<file path="src/rtl/uart_line_monitor.sv">
// -----------------------------------------------------------------------------
// uart_line_monitor
//
// Oversampling UART receiver that watches a serial line (idle high), decodes
// 8N1 frames into bytes and queues them in a first-word-fall-through FIFO
// drained through a valid/ready port. Framing errors, break conditions and
// FIFO overflow are flagged for console checkers.
//
// Optional feature: define UART_MON_PARITY_EN to receive 8E1 frames. This adds
// a parity state after data bit 7 and the sticky output parity_err_o. Frames
// with a parity mismatch are not queued; the stop bit is still checked.
//
// Parameters
//   CLKS_PER_BIT  clk_i cycles per bit (>= 8)
//   FIFO_DEPTH    byte FIFO entries (power of two, >= 2)
//
// Ports
//   clk_i         in   1  clock, rising edge
//   rst_i         in   1  asynchronous active-high reset
//   rx_i          in   1  serial line, asynchronous to clk_i
//   byte_o        out  8  FIFO head byte (0 while the FIFO is empty)
//   valid_o       out  1  FIFO non-empty
//   ready_i       in   1  pops the head when valid_o & ready_i
//   frame_err_o   out  1  one-cycle pulse: stop bit sampled low
//   break_o       out  1  break seen, held until the line samples high
//   overflow_o    out  1  sticky: byte dropped because the FIFO was full
//   parity_err_o  out  1  (UART_MON_PARITY_EN only) sticky parity mismatch
//   clr_i         in   1  synchronous clear of the sticky flags
// -----------------------------------------------------------------------------
module uart_line_monitor #(
    parameter int CLKS_PER_BIT = 868,
    parameter int FIFO_DEPTH   = 16
) (
    input  logic       clk_i,
    input  logic       rst_i,
    input  logic       rx_i,
    output logic [7:0] byte_o,
    output logic       valid_o,
    input  logic       ready_i,
    output logic       frame_err_o,
    output logic       break_o,
    output logic       overflow_o,
`ifdef UART_MON_PARITY_EN
    output logic       parity_err_o,
`endif
    input  logic       clr_i
);

    localparam int CNT_W = $clog2(CLKS_PER_BIT);
    localparam int AW    = $clog2(FIFO_DEPTH);

    // Sample points: mid start bit (re-checks the start edge), then one full
    // bit period later for every following bit, which lands mid-bit.
    localparam logic [CNT_W-1:0] CNT_LAST = CNT_W'(CLKS_PER_BIT - 1);
    localparam logic [CNT_W-1:0] CNT_HALF = CNT_W'(CLKS_PER_BIT / 2 - 1);
    localparam logic [AW:0]      FULL_CNT = (AW + 1)'(FIFO_DEPTH);

    typedef enum logic [2:0] {
        ST_IDLE,
        ST_START,
        ST_DATA,
        ST_PARITY,
        ST_STOP,
        ST_BREAK
    } state_t;

    // ---- stage p0/p1: two-flop synchronizer; p2 holds the previous rxs ----
    logic rx_p0;
    logic rxs_p1;
    logic rxs_p2;

    always_ff @(posedge clk_i or posedge rst_i) begin
        if (rst_i) begin
            rx_p0  <= 1'b1;
            rxs_p1 <= 1'b1;
            rxs_p2 <= 1'b1;
        end else begin
            rx_p0  <= rx_i;
            rxs_p1 <= rx_p0;
            rxs_p2 <= rxs_p1;
        end
    end

    // ---- frame decoder ----
    state_t           state;
    logic [CNT_W-1:0] cnt;
    logic [2:0]       bit_idx;
    logic [7:0]       shreg;
    logic             bit_tick;
    logic             push;

    assign bit_tick = (cnt == CNT_LAST);

`ifdef UART_MON_PARITY_EN
    logic par_bad;
    assign push = (state == ST_STOP) && bit_tick && rxs_p1 && !par_bad;
`else
    assign push = (state == ST_STOP) && bit_tick && rxs_p1;
`endif

    // Data shift register carries no reset: it is fully reloaded by every
    // frame before it is pushed or inspected for a break.
    always_ff @(posedge clk_i) begin
        if (state == ST_DATA && bit_tick) begin
            shreg <= {rxs_p1, shreg[7:1]};
        end
    end

    always_ff @(posedge clk_i or posedge rst_i) begin
        if (rst_i) begin
            state       <= ST_IDLE;
            cnt         <= '0;
            bit_idx     <= '0;
            frame_err_o <= 1'b0;
            break_o     <= 1'b0;
`ifdef UART_MON_PARITY_EN
            par_bad      <= 1'b0;
            parity_err_o <= 1'b0;
`endif
        end else begin
            frame_err_o <= 1'b0;
            case (state)
                ST_IDLE: begin
                    // Only a high-to-low transition starts a frame, so a line
                    // stuck low after a framing error is not re-decoded.
                    if (rxs_p2 && !rxs_p1) begin
                        state <= ST_START;
                        cnt   <= '0;
                    end
                end
                ST_START: begin
                    if (cnt == CNT_HALF) begin
                        cnt     <= '0;
                        bit_idx <= '0;
                        state   <= rxs_p1 ? ST_IDLE : ST_DATA;
                    end else begin
                        cnt <= cnt + 1'b1;
                    end
                end
                ST_DATA: begin
                    if (bit_tick) begin
                        cnt     <= '0;
                        bit_idx <= bit_idx + 3'd1;
                        if (bit_idx == 3'd7) begin
`ifdef UART_MON_PARITY_EN
                            state <= ST_PARITY;
`else
                            state <= ST_STOP;
`endif
                        end
                    end else begin
                        cnt <= cnt + 1'b1;
                    end
                end
`ifdef UART_MON_PARITY_EN
                ST_PARITY: begin
                    if (bit_tick) begin
                        cnt     <= '0;
                        par_bad <= (^shreg) ^ rxs_p1;
                        state   <= ST_STOP;
                    end else begin
                        cnt <= cnt + 1'b1;
                    end
                end
`endif
                ST_STOP: begin
                    if (bit_tick) begin
                        cnt <= '0;
                        if (rxs_p1) begin
                            state <= ST_IDLE;
                        end else begin
                            frame_err_o <= 1'b1;
                            // All-zero data with a low stop bit is a break.
                            if (shreg == 8'h00) begin
                                break_o <= 1'b1;
                                state   <= ST_BREAK;
                            end else begin
                                state <= ST_IDLE;
                            end
                        end
                    end else begin
                        cnt <= cnt + 1'b1;
                    end
                end
                ST_BREAK: begin
                    if (rxs_p1) begin
                        break_o <= 1'b0;
                        state   <= ST_IDLE;
                    end
                end
                default: state <= ST_IDLE;
            endcase
`ifdef UART_MON_PARITY_EN
            // A new mismatch takes priority over a clear in the same cycle.
            if (state == ST_PARITY && bit_tick && ((^shreg) ^ rxs_p1)) begin
                parity_err_o <= 1'b1;
            end else if (clr_i) begin
                parity_err_o <= 1'b0;
            end
`endif
        end
    end

    // ---- byte FIFO ----
    logic [7:0]    mem [FIFO_DEPTH];
    logic [AW-1:0] wr_ptr;
    logic [AW-1:0] rd_ptr;
    logic [AW:0]   count;
    logic          full;
    logic          pop;
    logic          wr_en;

    assign full    = (count == FULL_CNT);
    assign valid_o = (count != '0);
    assign pop     = valid_o & ready_i;
    // A pop in the same cycle frees the slot, so a push into a full FIFO
    // is still accepted then.
    assign wr_en   = push & (~full | pop);
    assign byte_o  = valid_o ? mem[rd_ptr] : 8'h00;

    always_ff @(posedge clk_i) begin
        if (wr_en) begin
            mem[wr_ptr] <= shreg;
        end
    end

    always_ff @(posedge clk_i or posedge rst_i) begin
        if (rst_i) begin
            wr_ptr     <= '0;
            rd_ptr     <= '0;
            count      <= '0;
            overflow_o <= 1'b0;
        end else begin
            if (wr_en) begin
                wr_ptr <= wr_ptr + 1'b1;
            end
            if (pop) begin
                rd_ptr <= rd_ptr + 1'b1;
            end
            case ({wr_en, pop})
                2'b10:   count <= count + 1'b1;
                2'b01:   count <= count - 1'b1;
                default: ;
            endcase
            // Set wins over a simultaneous clear.
            if (push && full && !pop) begin
                overflow_o <= 1'b1;
            end else if (clr_i) begin
                overflow_o <= 1'b0;
            end
        end
    end

endmodule

</file>
<file path="config.mk">
export PLATFORM = sky130hd
export DESIGN_NAME = uart_line_monitor
export DESIGN_NICKNAME = d
export VERILOG_FILES = /design/src/rtl/uart_line_monitor.sv
export SDC_FILE = /design/constraint.sdc
export NUM_CORES = 1
export LEC_CHECK = 0
export CORE_UTILIZATION = 52
export DETAILED_ROUTE_END_ITERATION = 6
export PLACE_DENSITY = 0.81
export SYNTH_ARGS = -nofsm -noshare
export SYNTH_HDL_FRONTEND = slang
export SYNTH_SLANG_ARGS = --single-unit
</file>
<file path="constraint.sdc">
create_clock -name clk_i -period 4 [get_ports clk_i]
set_input_delay 0.8 -clock clk_i [delete_from_list [all_inputs] [get_ports clk_i]]
set_output_delay 0.8 -clock clk_i [all_outputs]
set_load 0.03 [all_outputs]
</file>
==> flow_summary.yaml <==
sta:
  finalHoldViolations: 0
  fin_crit_sh_pct: 96.8
  skew_ps: 11.7
  tightestPinTransition_ps: 757
  setup_tns_ps: 0
  fin_crit_ps: 3870
  setup_viol: 0
  slew_headroom_pct: 49.1
  drv_slew: 0
  fmax_mhz: 258
  rsz0062_at_grt: "no"
final_layout:
  instances_no_fill: 646
  diodes: 0
  mostFrequentLayoutCell: "edfxtp_1"
  n_fill_cell: 923
  nets: 476
  mostFrequentLayoutCells: "edfxtp_1 (136), mux4_2 (40), dfrtp_1 (31), buf_4 (20)"
  layout-drive-gt1-share_pct: 23.4
  area_delta_synth_final_pct: 14.2
floorplan:
  rows: 42
  core-area_mm2: 0.0135
  initial_core_util_pct: 54.0
  pin_count: 17
  die_w_um: 120
  dieArea_mm2: 0.0144
  die_h_um: 120
route:
  wire_per_inst_um: 22.7
  dr.first_iter.drc_count: 546
  drt-total-wl_mm: 14.6
  ant_nets: 0
  vias_per_cell: 6.09
  dr.pass1.iters: 5
  remaining_drc_errors: 0
  vias: 3931
critical_path:
  max_stage_delay_ps: 610
  arrival_ps: 3070
  critPathMaxFanout: 12
  cpMaxStageDelayCell: "clkdlybuf4s50_1"
  end_kind: "output port"
  path_common_cell: "mux4_2"
  crit_chain: "buf_4 > mux4_2 > mux4_2 > nor2b_1 > clkdlybuf4s50_1"
  cp-start-kind: "flop"
  crit_type: "flop to output port"
  critPathRequiredTime_ps: 3200
global_routing:
  met3_usage_pct: 5.00
  grt_pass1_wl_mm: 22.7
  antenna_found_initial: 0
  grt_max_degree: 36
  grt_remaining_overflow: 0
  gr-usage-met1_pct: 28.0
  grt_pass1_vias: 4038
  grt_use_met2_pct: 36.8
  busiest_layer: "met2"
  grt_use_total_pct: 22.0
synthesis:
  avgSynthCellArea_um2: 17.1
  synth_cell_types: 54
  synth_nets: 443
  seq_area_frac_synth_pct: 68.3
  async_flop_share_pct: 20.5
  syn_area_mm2: 0.00726
  ys_ff_latch: 171
  yosysWarnings: 0
  synthCells: 425
  synthFlopType: "edfxtp_1"
  synth-edff-count: 136
pwr:
  p_leak_uw: 0.00283
  net-switching-power_uw: 1640
  powerDensity_mw_per_mm2: 648
  ir_drop_uv: 305
  p_int_uw: 3740
  fin_total_pwr_uw: 5370
  p_comb_share_pct: 29.8
  sw_frac_of_total_pct: 30.5
  pwr-share-clk_pct: 29.7
  p_seq_share_pct: 40.5
outcome:
  outcome: "finished, final reports clean"
clock_tree:
  cts-root-buf: "clkbuf_16"
  clkLatencyLatePin_ps: 430
  clockBufferDepth: 2
  htree_levels: 4
  cts.sinks: 171
  postCtsSetupRepairBufs: 0
  cts_buffers: 17
  holdBufCountCts: 0
  cts_tree: "done"
  cts.clk_slew.worst_paths_ps: 60
run:
  cap_viol_max_count: 0
placement:
  placement.io_buffers: 16
  place_congestion: 0.854
  hpwl_mm: 8.75
  place_inst: 615
hold_path:
  hold_path.class: "flop to flop"
==> power by group through the flow <==
stage	registers, µW	clock network [µW]	logic, µW
6_report	2170	1600	1600
5_1_grt	2200	1690	1720
4_1_cts	2170	1610	1620
3_5_place_dp	2210	0	1600
3_3_place_gp	2200	0	1550
2_1_floorplan	2050	0	1330
==> critical path, delay by kind of cell (launching register included) <==
kind | cells | cell delay, ps
buffers and inverters | 2 | 870
flip-flops | 1 | 570
multiplexers | 2 | 1040
AND/OR/NAND/NOR | 1 | 160
==> path summary, 6_finish.rpt <==
path | startpoint | end | slack, ps | cells after the start
worst max-delay path | rd_ptr[0]$_DFFE_PP0P_ | byte_o[1] | 130 | 5
worst min-delay path | rx_p0$_DFF_PP1_ | rxs_p1$_DFF_PP1_ | 360 | 0
worst max register to register | cnt[3]$_DFFE_PP0P_ | count[4]$_DFFE_PP0P_ | 570 | 12
worst min register to register | rx_p0$_DFF_PP1_ | rxs_p1$_DFF_PP1_ | 360 | 0
max in group asynchronous | rst_i | rd_ptr[0]$_DFFE_PP0P_ | 2860 | 3
min in group asynchronous | rst_i | state[2]$_DFFE_PP0P_ | 790 | 3
==> metrics by stage <==
stage	area (µm²)	hold slack, ps	utilization, %	worst slack (ps)
CTS	8290	356	61.7	10.9
global placement	7720	348	57.4	581
detailed placement	7720	354	57.4	491
floorplan	7260	345	-	1080
global route	8300	362	61.7	18.9
finish	8300	355	61.7	126
==> cell usage after synthesis, types with 2 or more instances <==
library cell,count,area [µm²]
o21ai_1,4,20.0
a21oi_1,8,40.0
nand2_1,19,71.3
dfstp_2,3,78.8
nor3_1,9,45.0
a21o_1,4,30.0
a31oi_1,2,12.5
edfxtp_1,136,4080
o22ai_1,4,25.0
buf_2,9,45.0
mux2_2,3,33.8
dfrtp_1,32,801
ha_1,13,163
or3_1,3,18.8
nand3_1,5,25.0
clkbuf_1,10,37.5
o21ai_0,11,55.1
buf_1,4,15.0
xor2_1,7,61.3
xnor2_1,7,61.3
nand3b_1,2,15.0
mux4_2,40,901
nor4_1,4,25.0
or4_1,2,15.0
nor2b_1,11,68.8
nand2b_1,5,31.3
or3b_1,3,26.3
inv_1,10,37.5
o32ai_1,2,17.5
nor2_1,19,71.3
nor3b_1,4,30.0
o31ai_1,2,15.0
nand4_1,4,25.0
o21a_1,2,15.0
a22o_1,3,26.3
==> sequential cells by signal, summed over array words and instances (netlist names), 3 cells and up <==
| register | count |
|---|---|
| state | 3 |
| cnt | 10 |
| shreg | 8 |
| wr_ptr | 4 |
| count | 5 |
| rd_ptr | 4 |
| bit_idx | 3 |
| mem | 128 |
==> per-layer routing <==
| layer | vias to the layer above | wire length (µm) | part of all wire [%] |
|---|---|---|---|
| met5 | - | 0 | 0 |
| met4 | 0 | 371 | 2.5 |
| met3 | 29 | 1030 | 7.1 |
| met2 | 176 | 7590 | 52 |
| met1 | 1989 | 5640 | 39 |
| li1 | 1737 | - | - |
==> layout make-up <==
| cell class | count | area, µm² | area share [%] |
|---|---|---|---|
| Tap cell | 176 | 220 | 2.65 |
| Clock inverter | 13 | 143 | 1.72 |
| Timing Repair Buffer | 37 | 330 | 3.98 |
| Sequential cell | 171 | 4970 | 59.9 |
| Clock buffer | 18 | 429 | 5.17 |
| Multi-Input combinational cell | 221 | 2170 | 26.1 |
| Inverter | 10 | 37.5 | 0.452 |
==> logic make-up after synthesis <==
kind of cell,Yosys count,synth area share (%)
AO/OA/AOI/OAI,48,4.29
adder cells (fa/ha/maj),14,2.39
buffers and inverters,33,1.86
XOR/XNOR,14,1.69
AND/OR/NAND/NOR,102,8.55
flip-flops,171,68.3
multiplexers,43,12.9
==> repair_timing <==
| action | 4_1_cts | 5_1_grt |
|---|---|---|
| resized for setup | 0 | 1 |
| endpoints found under the hold margin | 0 | 0 |
| endpoints found under the setup margin | 0 | 3 |
Note: power is estimated with default switching activity, not from simulation.
